<file path="src/rtl/dcache_responder.sv">
// Direct-mapped write-back/write-allocate data cache answering the pipeline's MEM-stage access.
// Optional hit/miss counters are built only when DCACHE_STATS_EN is defined.
module dcache_responder #(
    parameter int INDEX_W    = 4,
    parameter int LINE_WORDS = 4
) (
    input  logic                     clk_i,
    input  logic                     rst_ni,
    input  logic                     cpu_valid_i,
    input  logic                     cpu_we_i,
    input  logic [31:0]              cpu_addr_i,
    input  logic [31:0]              cpu_wdata_i,
    output logic [31:0]              cpu_rdata_o,
    output logic                     cpu_ready_o,
    output logic                     cpu_hit_o,
    output logic                     stall_o,
    output logic                     mem_req_o,
    output logic                     mem_we_o,
    output logic [31:0]              mem_addr_o,
    output logic [32*LINE_WORDS-1:0] mem_wdata_o,
    input  logic [32*LINE_WORDS-1:0] mem_rdata_i,
    input  logic                     mem_ack_i,
    output logic [31:0]              hit_cnt_o,
    output logic [31:0]              miss_cnt_o
);

    localparam int OFF_W  = $clog2(LINE_WORDS);
    localparam int LINES  = 1 << INDEX_W;
    localparam int TAG_W  = 32 - INDEX_W - OFF_W - 2;
    localparam int LINE_W = 32 * LINE_WORDS;

    typedef enum logic [1:0] {IDLE, WRITEBACK, ALLOCATE} state_e;

    state_e              state_q, state_d;
    logic [LINES-1:0]    valid_q, valid_d;
    logic [LINES-1:0]    dirty_q, dirty_d;
    logic [TAG_W-1:0]    tag_q  [LINES];
    logic [LINE_W-1:0]   data_q [LINES];

    logic [31:0]         req_addr_q, req_addr_d;
    logic                req_we_q, req_we_d;
    logic [31:0]         req_wdata_q, req_wdata_d;

    logic                mem_req_q, mem_req_d;
    logic                mem_we_q, mem_we_d;
    logic [31:0]         mem_addr_q, mem_addr_d;
    logic [LINE_W-1:0]   mem_wdata_q, mem_wdata_d;

    logic [OFF_W-1:0]    cpu_word;
    logic [INDEX_W-1:0]  cpu_index, req_index;
    logic [TAG_W-1:0]    cpu_tag, req_tag;
    logic [LINE_W-1:0]   victim_line;
    logic                lookup_hit;

    logic                line_we, tag_we;
    logic [INDEX_W-1:0]  line_idx;
    logic [LINE_W-1:0]   line_wdata;
    logic [TAG_W-1:0]    line_tag;
    logic                hit_evt, miss_evt;

    assign cpu_word    = cpu_addr_i[OFF_W+1:2];
    assign cpu_index   = cpu_addr_i[OFF_W+INDEX_W+1:OFF_W+2];
    assign cpu_tag     = cpu_addr_i[31:OFF_W+INDEX_W+2];
    assign req_index   = req_addr_q[OFF_W+INDEX_W+1:OFF_W+2];
    assign req_tag     = req_addr_q[31:OFF_W+INDEX_W+2];
    assign victim_line = data_q[cpu_index];
    assign lookup_hit  = valid_q[cpu_index] && (tag_q[cpu_index] == cpu_tag);

    always_comb begin
        state_d     = state_q;
        valid_d     = valid_q;
        dirty_d     = dirty_q;
        req_addr_d  = req_addr_q;
        req_we_d    = req_we_q;
        req_wdata_d = req_wdata_q;
        mem_req_d   = mem_req_q;
        mem_we_d    = mem_we_q;
        mem_addr_d  = mem_addr_q;
        mem_wdata_d = mem_wdata_q;
        line_we     = 1'b0;
        tag_we      = 1'b0;
        line_idx    = cpu_index;
        line_wdata  = victim_line;
        line_tag    = req_tag;
        cpu_ready_o = 1'b0;
        cpu_hit_o   = 1'b0;
        cpu_rdata_o = 32'h0;
        hit_evt     = 1'b0;
        miss_evt    = 1'b0;

        case (state_q)
            IDLE: begin
                if (cpu_valid_i && lookup_hit) begin
                    cpu_ready_o = 1'b1;
                    cpu_hit_o   = 1'b1;
                    hit_evt     = 1'b1;
                    if (cpu_we_i) begin
                        line_we                         = 1'b1;
                        line_wdata[32*cpu_word +: 32]   = cpu_wdata_i;
                        dirty_d[cpu_index]              = 1'b1;
                    end else begin
                        cpu_rdata_o = victim_line[32*cpu_word +: 32];
                    end
                end else if (cpu_valid_i) begin
                    miss_evt    = 1'b1;
                    req_addr_d  = cpu_addr_i;
                    req_we_d    = cpu_we_i;
                    req_wdata_d = cpu_wdata_i;
                    mem_req_d   = 1'b1;
                    // A dirty victim must reach memory before its slot is refilled
                    if (valid_q[cpu_index] && dirty_q[cpu_index]) begin
                        mem_we_d    = 1'b1;
                        mem_addr_d  = {tag_q[cpu_index], cpu_index, {(OFF_W+2){1'b0}}};
                        mem_wdata_d = victim_line;
                        state_d     = WRITEBACK;
                    end else begin
                        mem_we_d    = 1'b0;
                        mem_addr_d  = {cpu_tag, cpu_index, {(OFF_W+2){1'b0}}};
                        state_d     = ALLOCATE;
                    end
                end
            end
            WRITEBACK: begin
                if (mem_ack_i) begin
                    mem_we_d   = 1'b0;
                    mem_addr_d = {req_addr_q[31:OFF_W+2], {(OFF_W+2){1'b0}}};
                    state_d    = ALLOCATE;
                end
            end
            ALLOCATE: begin
                if (mem_ack_i) begin
                    line_we            = 1'b1;
                    tag_we             = 1'b1;
                    line_idx           = req_index;
                    line_wdata         = mem_rdata_i;
                    line_tag           = req_tag;
                    valid_d[req_index] = 1'b1;
                    dirty_d[req_index] = 1'b0;
                    mem_req_d          = 1'b0;
                    mem_we_d           = 1'b0;
                    state_d            = IDLE;
                end
            end
            default: state_d = IDLE;
        endcase
    end

    assign stall_o     = cpu_valid_i & ~cpu_ready_o;
    assign mem_req_o   = mem_req_q;
    assign mem_we_o    = mem_we_q;
    assign mem_addr_o  = mem_addr_q;
    assign mem_wdata_o = mem_wdata_q;

    always_ff @(posedge clk_i or negedge rst_ni) begin
        if (!rst_ni) begin
            state_q     <= IDLE;
            valid_q     <= '0;
            dirty_q     <= '0;
            req_addr_q  <= '0;
            req_we_q    <= 1'b0;
            req_wdata_q <= '0;
            mem_req_q   <= 1'b0;
            mem_we_q    <= 1'b0;
            mem_addr_q  <= '0;
            mem_wdata_q <= '0;
        end else begin
            state_q     <= state_d;
            valid_q     <= valid_d;
            dirty_q     <= dirty_d;
            req_addr_q  <= req_addr_d;
            req_we_q    <= req_we_d;
            req_wdata_q <= req_wdata_d;
            mem_req_q   <= mem_req_d;
            mem_we_q    <= mem_we_d;
            mem_addr_q  <= mem_addr_d;
            mem_wdata_q <= mem_wdata_d;
        end
    end

    // Tag and data arrays need no reset; the valid bits guard them
    always_ff @(posedge clk_i) begin
        if (line_we) data_q[line_idx] <= line_wdata;
        if (tag_we)  tag_q[line_idx]  <= line_tag;
    end

`ifdef DCACHE_STATS_EN
    logic [31:0] hit_cnt_q, hit_cnt_d;
    logic [31:0] miss_cnt_q, miss_cnt_d;

    always_comb begin
        hit_cnt_d  = hit_cnt_q + 32'(hit_evt);
        miss_cnt_d = miss_cnt_q + 32'(miss_evt);
    end

    always_ff @(posedge clk_i or negedge rst_ni) begin
        if (!rst_ni) begin
            hit_cnt_q  <= '0;
            miss_cnt_q <= '0;
        end else begin
            hit_cnt_q  <= hit_cnt_d;
            miss_cnt_q <= miss_cnt_d;
        end
    end

    assign hit_cnt_o  = hit_cnt_q;
    assign miss_cnt_o = miss_cnt_q;
`else
    logic unused_stats;
    assign unused_stats = hit_evt ^ miss_evt;
    assign hit_cnt_o    = 32'h0;
    assign miss_cnt_o   = 32'h0;
`endif

    // The captured opcode and store data are kept for debug; the retried access supplies them again
    logic unused_req;
    assign unused_req = ^{cpu_addr_i[1:0], req_we_q, req_wdata_q};

endmodule

</file>
<file path="config.mk">
export PLATFORM = sky130hd
export DESIGN_NAME = dcache_responder
export DESIGN_NICKNAME = d
export VERILOG_FILES = /design/src/rtl/dcache_responder.sv
export SDC_FILE = /design/constraint.sdc
export NUM_CORES = 2
export LEC_CHECK = 0
export ABC_AREA = 0
export BUFFER_PORTS_ARGS = -buffer_cell sky130_fd_sc_hd__buf_2
export CAP_MARGIN = 20
export CORE_MARGIN = 10
export CORE_UTILIZATION = 55
export CTS_CLUSTER_SIZE = 10
export DETAILED_ROUTE_END_ITERATION = 10
export HOLD_SLACK_MARGIN = 0.15
export PLACE_DENSITY_LB_ADDON = 0.2
export REMOVE_ABC_BUFFERS = 1
export SLEW_MARGIN = 20
export SYNTH_ARGS = -nofsm -noshare
export SYNTH_HDL_FRONTEND = slang
export SYNTH_SLANG_ARGS = --single-unit
</file>
<file path="constraint.sdc">
create_clock -name clk_i -period 8.6 [get_ports clk_i]
set_input_delay 0.86 -clock clk_i [delete_from_list [all_inputs] [get_ports clk_i]]
set_output_delay 0.86 -clock clk_i [all_outputs]
set_load 0.05 [all_outputs]
</file>
---- Word-level counts from Yosys, hierarchy flattened ----
Memory sizes are Yosys's and may differ from the RTL's.
Cells that the tools add are included.
storage, ports and cells
  bits in registers ....................... 228
  bits in latches ......................... 0
  bits in writable memories ............... 2432
  bits in read-only memories .............. 0
  bits of input ports ..................... 197
  output and inout port bits .............. 261
  memories kept ........................... 2
operators by class
  add/subtract/negate cells ............... 1
  multipliers ............................. 0
  divide/modulo/power cells ............... 0
  magnitude comparators ................... 4
  equality and inequality tests ........... 10
  shifts and indexed selects .............. 3
  multiplexer cells ....................... 52
  bitwise operators ....................... 7
  reduce and logical (&&, ||, !) cells .... 18
memory list
  memory  words  bits a word  read ports  clocked after memory_dff  write ports  RTL line  source
  data_q  16     128          1           0                         1            38        logic [LINE_W-1:0] data_q [LINES];
  tag_q   16     24           1           0                         1            37        logic [TAG_W-1:0] tag_q [LINES];
operators with widths
  operator                                                           count
  2-to-1 mux 128 bit                                                 3
  case mux 128 bit (2 select lines)                                  1
  2-to-1 mux 32 bit                                                  7
  bitwise mux 128 bit                                                1
  variable shift 32 x 34 -> 128 bit, first input constant            1
  variable part select 128 x 8 -> 32 bit                             1
  variable part select 32 x 34 -> 128 bit                            1
  case mux 32 bit (2 select lines)                                   1
  2-to-1 mux 16 bit                                                  3
  negation 7 -> 34 bit                                               1
  OR 16 bit                                                          2
  case mux 16 bit (2 select lines)                                   1
  == test 24 bit                                                     1
  AND reduction 4 bit                                                6
  2-to-1 mux 1 bit                                                   20
  AND 16 bit                                                         1
  NOT 16 bit                                                         1
  inequality test 2 bit, second input constant                       6
  < comparator 4 x 5 -> 1 bit, second input constant                 2
  2-to-1 mux 2 bit                                                   5
  binary-select mux 1 bit (select 4 bit)                             2
  demux 1 bit (select 4 bit)                                         2
  greater-or-equal comparator 4 x 1 -> 1 bit, second input constant  2
  2-to-1 mux 4 bit                                                   2
  other kinds (13)                                                   22

---- Depth between registers and ports, before layout ----
  depth after elaboration ................. 8
  mapped depth ............................ 16
  gate-level depth less buffers ........... 9

---- Least setup slack after synthesis ----
OpenSTA, ideal clock, no wires.
  path kind ............................... input port to flip-flop
  from .................................... in cpu_addr_i[4]
  to ...................................... mem data_q[11][0] (netlist name) (enable)
  setup time .............................. 0.631 ns
  arrival ................................. 9.240 ns
  slack ................................... -1.270 ns
  cell stages on the path ................. 12
  path buffers ............................ 3
  cells stage by stage .................... buf_2 buf_6 mux4_2 a221oi_1 a31oi_1 o32ai_1 o211ai_1 or3_4 nor4_4 buf_2 a31oi_1 nor2b_1
on the way
  word-level cells in the longest chain between the ends .. 8
  elaborated cells between the ends (all ways) .. 12
  classes of those cells .................. 1 x eq/ne; 8 x mux; 2 x reduce/logical; 1 x memory
ends and longest elaborated chain
  element                                                                                     RTL line  source
  from (decl)                                                                                 11        input logic [31:0] cpu_addr_i,
  memory read (16 x 24 bit) / binary-select mux 1 bit (select 4 bit) (equally long branches)  --
  == test 24 bit / 2-to-1 mux 1 bit (equally long branches)                                   67        assign lookup_hit = valid_q[cpu_index] && (tag_q[cpu_index] == cpu_tag);
  logical AND 1 bit                                                                           67
  logical AND 1 bit                                                                           93        if (cpu_valid_i && lookup_hit) begin
  2-to-1 mux 1 bit                                                                            93
  case mux 1 bit (2 select lines)                                                             91        case (state_q)
  2-to-1 mux 1 bit                                                                            182       if (line_we) data_q[line_idx] <= line_wdata;
  2-to-1 mux 1 bit (not written as such)                                                      182
  to (decl)                                                                                   38
Parallel ways exist; a longest one is shown, timed or not. The select of a mux whose other input is x is not followed.

---- Worst setup path in the final report ----
  from .................................... in cpu_addr_i[4]
  to ...................................... out cpu_rdata_o[18]
on the way
  word-level cells in the longest chain between the ends .. 6
  elaborated cells between the ends (all ways) .. 11
  classes of those cells .................. 1 x eq/ne; 1 x shift; 5 x mux; 2 x reduce/logical; 2 x memory
ends and longest elaborated chain
  element                                                                             RTL line  source
  parallel branches: the longest is 4 deep, another holds memory read (16 x 128 bit)  --
  2-to-1 mux 32 bit *                                                                 93
  2-to-1 mux 32 bit *                                                                 91
  to (decl)                                                                           13        output logic [31:0] cpu_rdata_o,
Mark *: on every way between the ends. The select of a mux whose other input is x is not followed.

==> results_tabular.tex <==
\begin{tabular}{lr}
\hline
Metric & Value \\
\hline
\multicolumn{2}{l}{\textbf{Critical path}} \\
\quad Cells along the critical path & buf\_8 -> buf\_4 -> mux4\_2 -> mux2i\_1 -> o32ai\_1 -> mux2i\_1 -> nand3\_1 -> nand3b\_1 -> nor4\_4 -> buf\_4 -> nand2b\_4 -> nor2b\_1 -> buf\_2 \\
\quad Startpoint kind of the worst setup timing path & input port \\
\quad Critical path capture point type & primary output \\
\quad Largest driver fanout on the critical path & 70 \\
\quad Worst setup path end & cpu\_rdata\_o[18] \\
\quad Total number of cells along the worst setup path & 13 \\
\quad Category of cells accounting for the largest share of critical-path delay & simple AND/OR/NAND/NOR gates \\
\quad R2R Path Start & tag\_q[10][20]\$\_DFFE\_PP\_ \\
\quad Critical path data arrival time & between 6 and 7 ns \\
\quad CP Class & input port to primary output \\
\quad Worst R2R Setup Slack & between 3 and 4 ns \\
\quad Max stage delay on crit path & around 0.63 ns \\
\quad Number of buffers and inverters on the critical path & 4 \\
\quad Crit. Startpoint & cpu\_addr\_i[4] \\
\quad Required time worst endpoint & 7.74 ns \\
\quad R2R depth & 10 \\
\quad Capturing point of the worst reg2reg path & data\_q[4][75]\$\_DFFE\_PP\_ \\
\quad Cell with the largest stage delay on the worst path & sky130\_fd\_sc\_hd\_\_nor2b\_1 \\
\multicolumn{2}{l}{\textbf{Yosys}} \\
\quad Number of distinct library cells after synthesis & 74 \\
\quad Synth top area share & between 60\% and 70\% \\
\quad Async set-reset flop share out of synthesis & around 8.3\% \\
\quad Post-synth top area cell & sky130\_fd\_sc\_hd\_\_edfxtp\_1 \\
\quad Most used standard cell by instance count after synthesis & sky130\_fd\_sc\_hd\_\_edfxtp\_1 \\
\quad Post-synthesis instance area & 107000 um2 \\
\quad Cell types occupying the most area after synthesis & sky130\_fd\_sc\_hd\_\_edfxtp\_1 68\%, sky130\_fd\_sc\_hd\_\_mux4\_2 16\%, sky130\_fd\_sc\_hd\_\_dfrtp\_1 5.1\%, sky130\_fd\_sc\_hd\_\_mux2\_1 1.3\%, sky130\_fd\_sc\_hd\_\_a22o\_1 1.2\% \\
\quad Register area share after synthesis & about three quarters \\
\quad Flops \& latches, synth & 2652 \\
\quad Average cell area after synthesis & 21.2 um2 \\
\quad Commonest register cell after synthesis & sky130\_fd\_sc\_hd\_\_edfxtp\_1 \\
\quad Commonest cells in the netlist & 2432 x sky130\_fd\_sc\_hd\_\_edfxtp\_1, 759 x sky130\_fd\_sc\_hd\_\_mux4\_2, 220 x sky130\_fd\_sc\_hd\_\_dfrtp\_1 \\
\quad Count of flip-flops with a built-in enable after synthesis & 2432 \\
\quad Synthesized instance count & around 5100 \\
\quad Yosys warnings & 0 \\
\multicolumn{2}{l}{\textbf{STA}} \\
\quad Final max-slew violation count & 0 \\
\quad Maximum achievable frequency & roughly 0.14 GHz \\
\quad Setup Viol. Count Final & 0 \\
\quad Final number of hold-violating endpoints & 0 \\
\quad Maximum clock skew at final layout & 0.0724 ns \\
\quad Worst slew pin tran & 1.23 ns \\
\quad Period minus WS final & 6.90 ns \\
\quad Unrepaired setup endpoints after global routing & false \\
\quad Worst path setup slack after routing & between 1.5 and 2 ns \\
\quad Crit share post-route & roughly 80\% \\
\quad Relative slew slack & between 10\% and 20\% \\
\multicolumn{2}{l}{\textbf{Status}} \\
\quad Result of the run & completed \\
\multicolumn{2}{l}{\textbf{Global routing}} \\
\quad Antenna violations before repair & 14 \\
\quad Overall fraction of global-route tracks in use & a little over a quarter \\
\quad Wire length of the first global-routing pass & just over 400 mm \\
\quad Total overflow reported by the global router & 0 \\
\quad Largest net degree at the start of global routing & about 130 \\
\quad Via count of the first global-routing pass & 56900 \\
\multicolumn{2}{l}{\textbf{Clock network}} \\
\quad CTS tree & yes \\
\quad CTS clk-pin slew, worst paths & about 0.05 ns \\
\quad Skew-Pair Late Insertion Delay & roughly 0.94 ns \\
\quad Worst-case clock buffer depth & 4 \\
\quad H-Tree Depth & 5 \\
\quad \# clock sinks & 2652 \\
\quad Number of clock buffers inserted by TritonCTS & roughly 320 \\
\quad Buffer cell driving the clock tree root & sky130\_fd\_sc\_hd\_\_clkbuf\_16 \\
\quad Count of cells resized by post-cts repair & 0 \\
\multicolumn{2}{l}{\textbf{Floorplanning}} \\
\quad Horizontal die dimension & 462 um \\
\quad Die Ht & approximately 460 um \\
\quad Core region area & approximately 200000 um2 \\
\quad Ports & about 460 \\
\quad Initial Util & between 50 and 60\% \\
\quad Number of standard-cell rows in the floorplan & between 150 and 200 \\
\quad Die footprint & 213000 um2 \\
\multicolumn{2}{l}{\textbf{Route}} \\
\quad Vias after detailed routing & between 50000 and 60000 \\
\quad DRC violation count after routing & 0 \\
\quad 1st-pass router iterations & 6 \\
\quad Post-DR wirelength/cell & between 30 and 40 um \\
\quad Total wire length & between 200 and 300 mm \\
\quad Number of vias per cell after detailed routing & approximately 6.6 \\
\quad Number of nets with antenna violations after detailed routing & 0 \\
\quad First DRT Iteration DRCs & 6242 \\
\multicolumn{2}{l}{\textbf{Placement}} \\
\quad Final GP Congestion & 0.808 \\
\quad Count of buffers from port buffering & about 390 \\
\quad Placed Instances & 7835 \\
\quad HPWL after DPL & roughly 150 mm \\
\quad Worst slack after detailed placement & 1.54 ns \\
\multicolumn{2}{l}{\textbf{Final layout}} \\
\quad Fin util & about 63\% \\
\quad Post-route non-filler standard cell count & around 8400 \\
\quad Area overhead of the layout relative to synthesis & 13.3\% \\
\quad Number of nets in the layout & slightly below 6000 \\
\quad Fraction of final layout cells sized beyond drive strength 1 & 31.6\% \\
\multicolumn{2}{l}{\textbf{Hold path}} \\
\quad Hold crit path type & input port to flip-flop \\
\multicolumn{2}{l}{\textbf{Power}} \\
\quad Areal power density over the cells & 287 nW/um2 \\
\quad Max rail drop VDD & 219 uV \\
\quad PnR Total Power & about 0.035 W \\
\quad Lkg Pwr & $\sim$41 nW \\
\multicolumn{2}{l}{\textbf{Run}} \\
\quad Max\_cap viols & 0 \\
\hline
\end{tabular}
[routing by layer]
| metal | vias up | wire [um] | global-route usage [%] |
|---|---|---|---|
| met4 | 14 | 14200 | 11.7 |
| met3 | 630 | 28500 | 6.13 |
| met1 | 29700 | 106000 | 36.2 |
| met5 | - | 96 | 0 |
| met2 | 3072 | 139000 | 42.8 |
| li1 | 22200 | - | - |
[state kept, by name, summed over array words and instances, names as in the netlist]
signal and cells:
state_q 2, mem_wdata_o 128, valid_q 16, data_q 2048
dirty_q 16, mem_req_o 1, req_addr_q 28, tag_q 384
mem_we_o 1, mem_addr_o 28
[repair_timing]
| action | 4_1_cts | 5_1_grt |
|---|---|---|
| hold buffers | 1 | 0 |
| buffers inserted | 0 | 0 |
| endpoints found under the hold margin | 87 | 0 |
[per-stage QoR]
step	setup TNS [ns]	hold slack (ns)	instance area, um2
detailed placement	0	0.450	112000
global placement	0	0.445	112000
floorplan	-5750.29	0.434	106000
finish	0	0.228	122000
CTS	0	0.156	121000
global route	0	0.200	122000
[power by group]
group / switching [W] / leakage (nW) / internal [W]
sequential: 0.000597 / 24.6 / 0.0164
clock: 0.00481 / 4.27 / 0.00696
combinational: 0.00445 / 12.0 / 0.00174
[placed cells by master, fill, tap and decap left out, drive strengths merged, types with 4 or more instances in the layout]
master	count
edfxtp	2432
mux4	759
buf	535
clkbuf	508
mux2	230
dfrtp	220
nand2	187
a22o	146
mux2i	99
a21o	73
conb	68
nand3	61
o21ai	54
nor2	53
o211ai	51
nor2b	45
a21oi	39
inv	28
xnor2	24
a31oi	21
a22oi	19
and2	18
or2	17
and3	13
nand2b	12
diode	10
nor3	10
ha	8
nor4	8
clkinv	7
a221o	6
a211oi	6
o32ai	5
nor4b	5
a221oi	4
o31ai	4
[how the worst min path moves through the flow]
stage,start,end,depth (start not counted)
after global placement,valid_q[14]$_DFFE_PN0P_,valid_q[14]$_DFFE_PN0P_,1
after floorplan,valid_q[10]$_DFFE_PN0P_,valid_q[10]$_DFFE_PN0P_,1
after CTS,cpu_addr_i[28],req_addr_q[28]$_DFFE_PN0P_,2
after global routing,cpu_addr_i[28],req_addr_q[28]$_DFFE_PN0P_,2
final,cpu_addr_i[28],req_addr_q[28]$_DFFE_PN0P_,2
after detailed placement,valid_q[0]$_DFFE_PN0P_,valid_q[0]$_DFFE_PN0P_,1
[logic make-up (layout without fill, tap and decap cells)]
group                    Yosys count  in the layout  synth area share [%]
AO/OA/AOI/OAI                    452            452                  3.19
buffers and inverters            393           1080                  1.91
XOR/XNOR                          27             27                 0.220
adder cells (fa/ha/maj)            8              8                0.0933
multiplexers                    1088           1088                  19.3
AND/OR/NAND/NOR                  445            445                  2.04
flip-flops                      2652           2652                  73.2
other                              1             78               0.00350
[final cells by class]
| type | count | area (um2) |
|---|---|---|
| sequential | 2652 | 78500 |
| fill | 13200 | 72800 |
| multi-input combinational | 2088 | 27200 |
| clock buffer | 491 | 8820 |
| timing repair buffer | 553 | 3590 |
| tap | 2542 | 3180 |
| inverter | 27 | 101 |
| clock inverter | 9 | 83.8 |
| antenna | 10 | 25.0 |
Note: power is estimated with default switching activity, not from simulation.
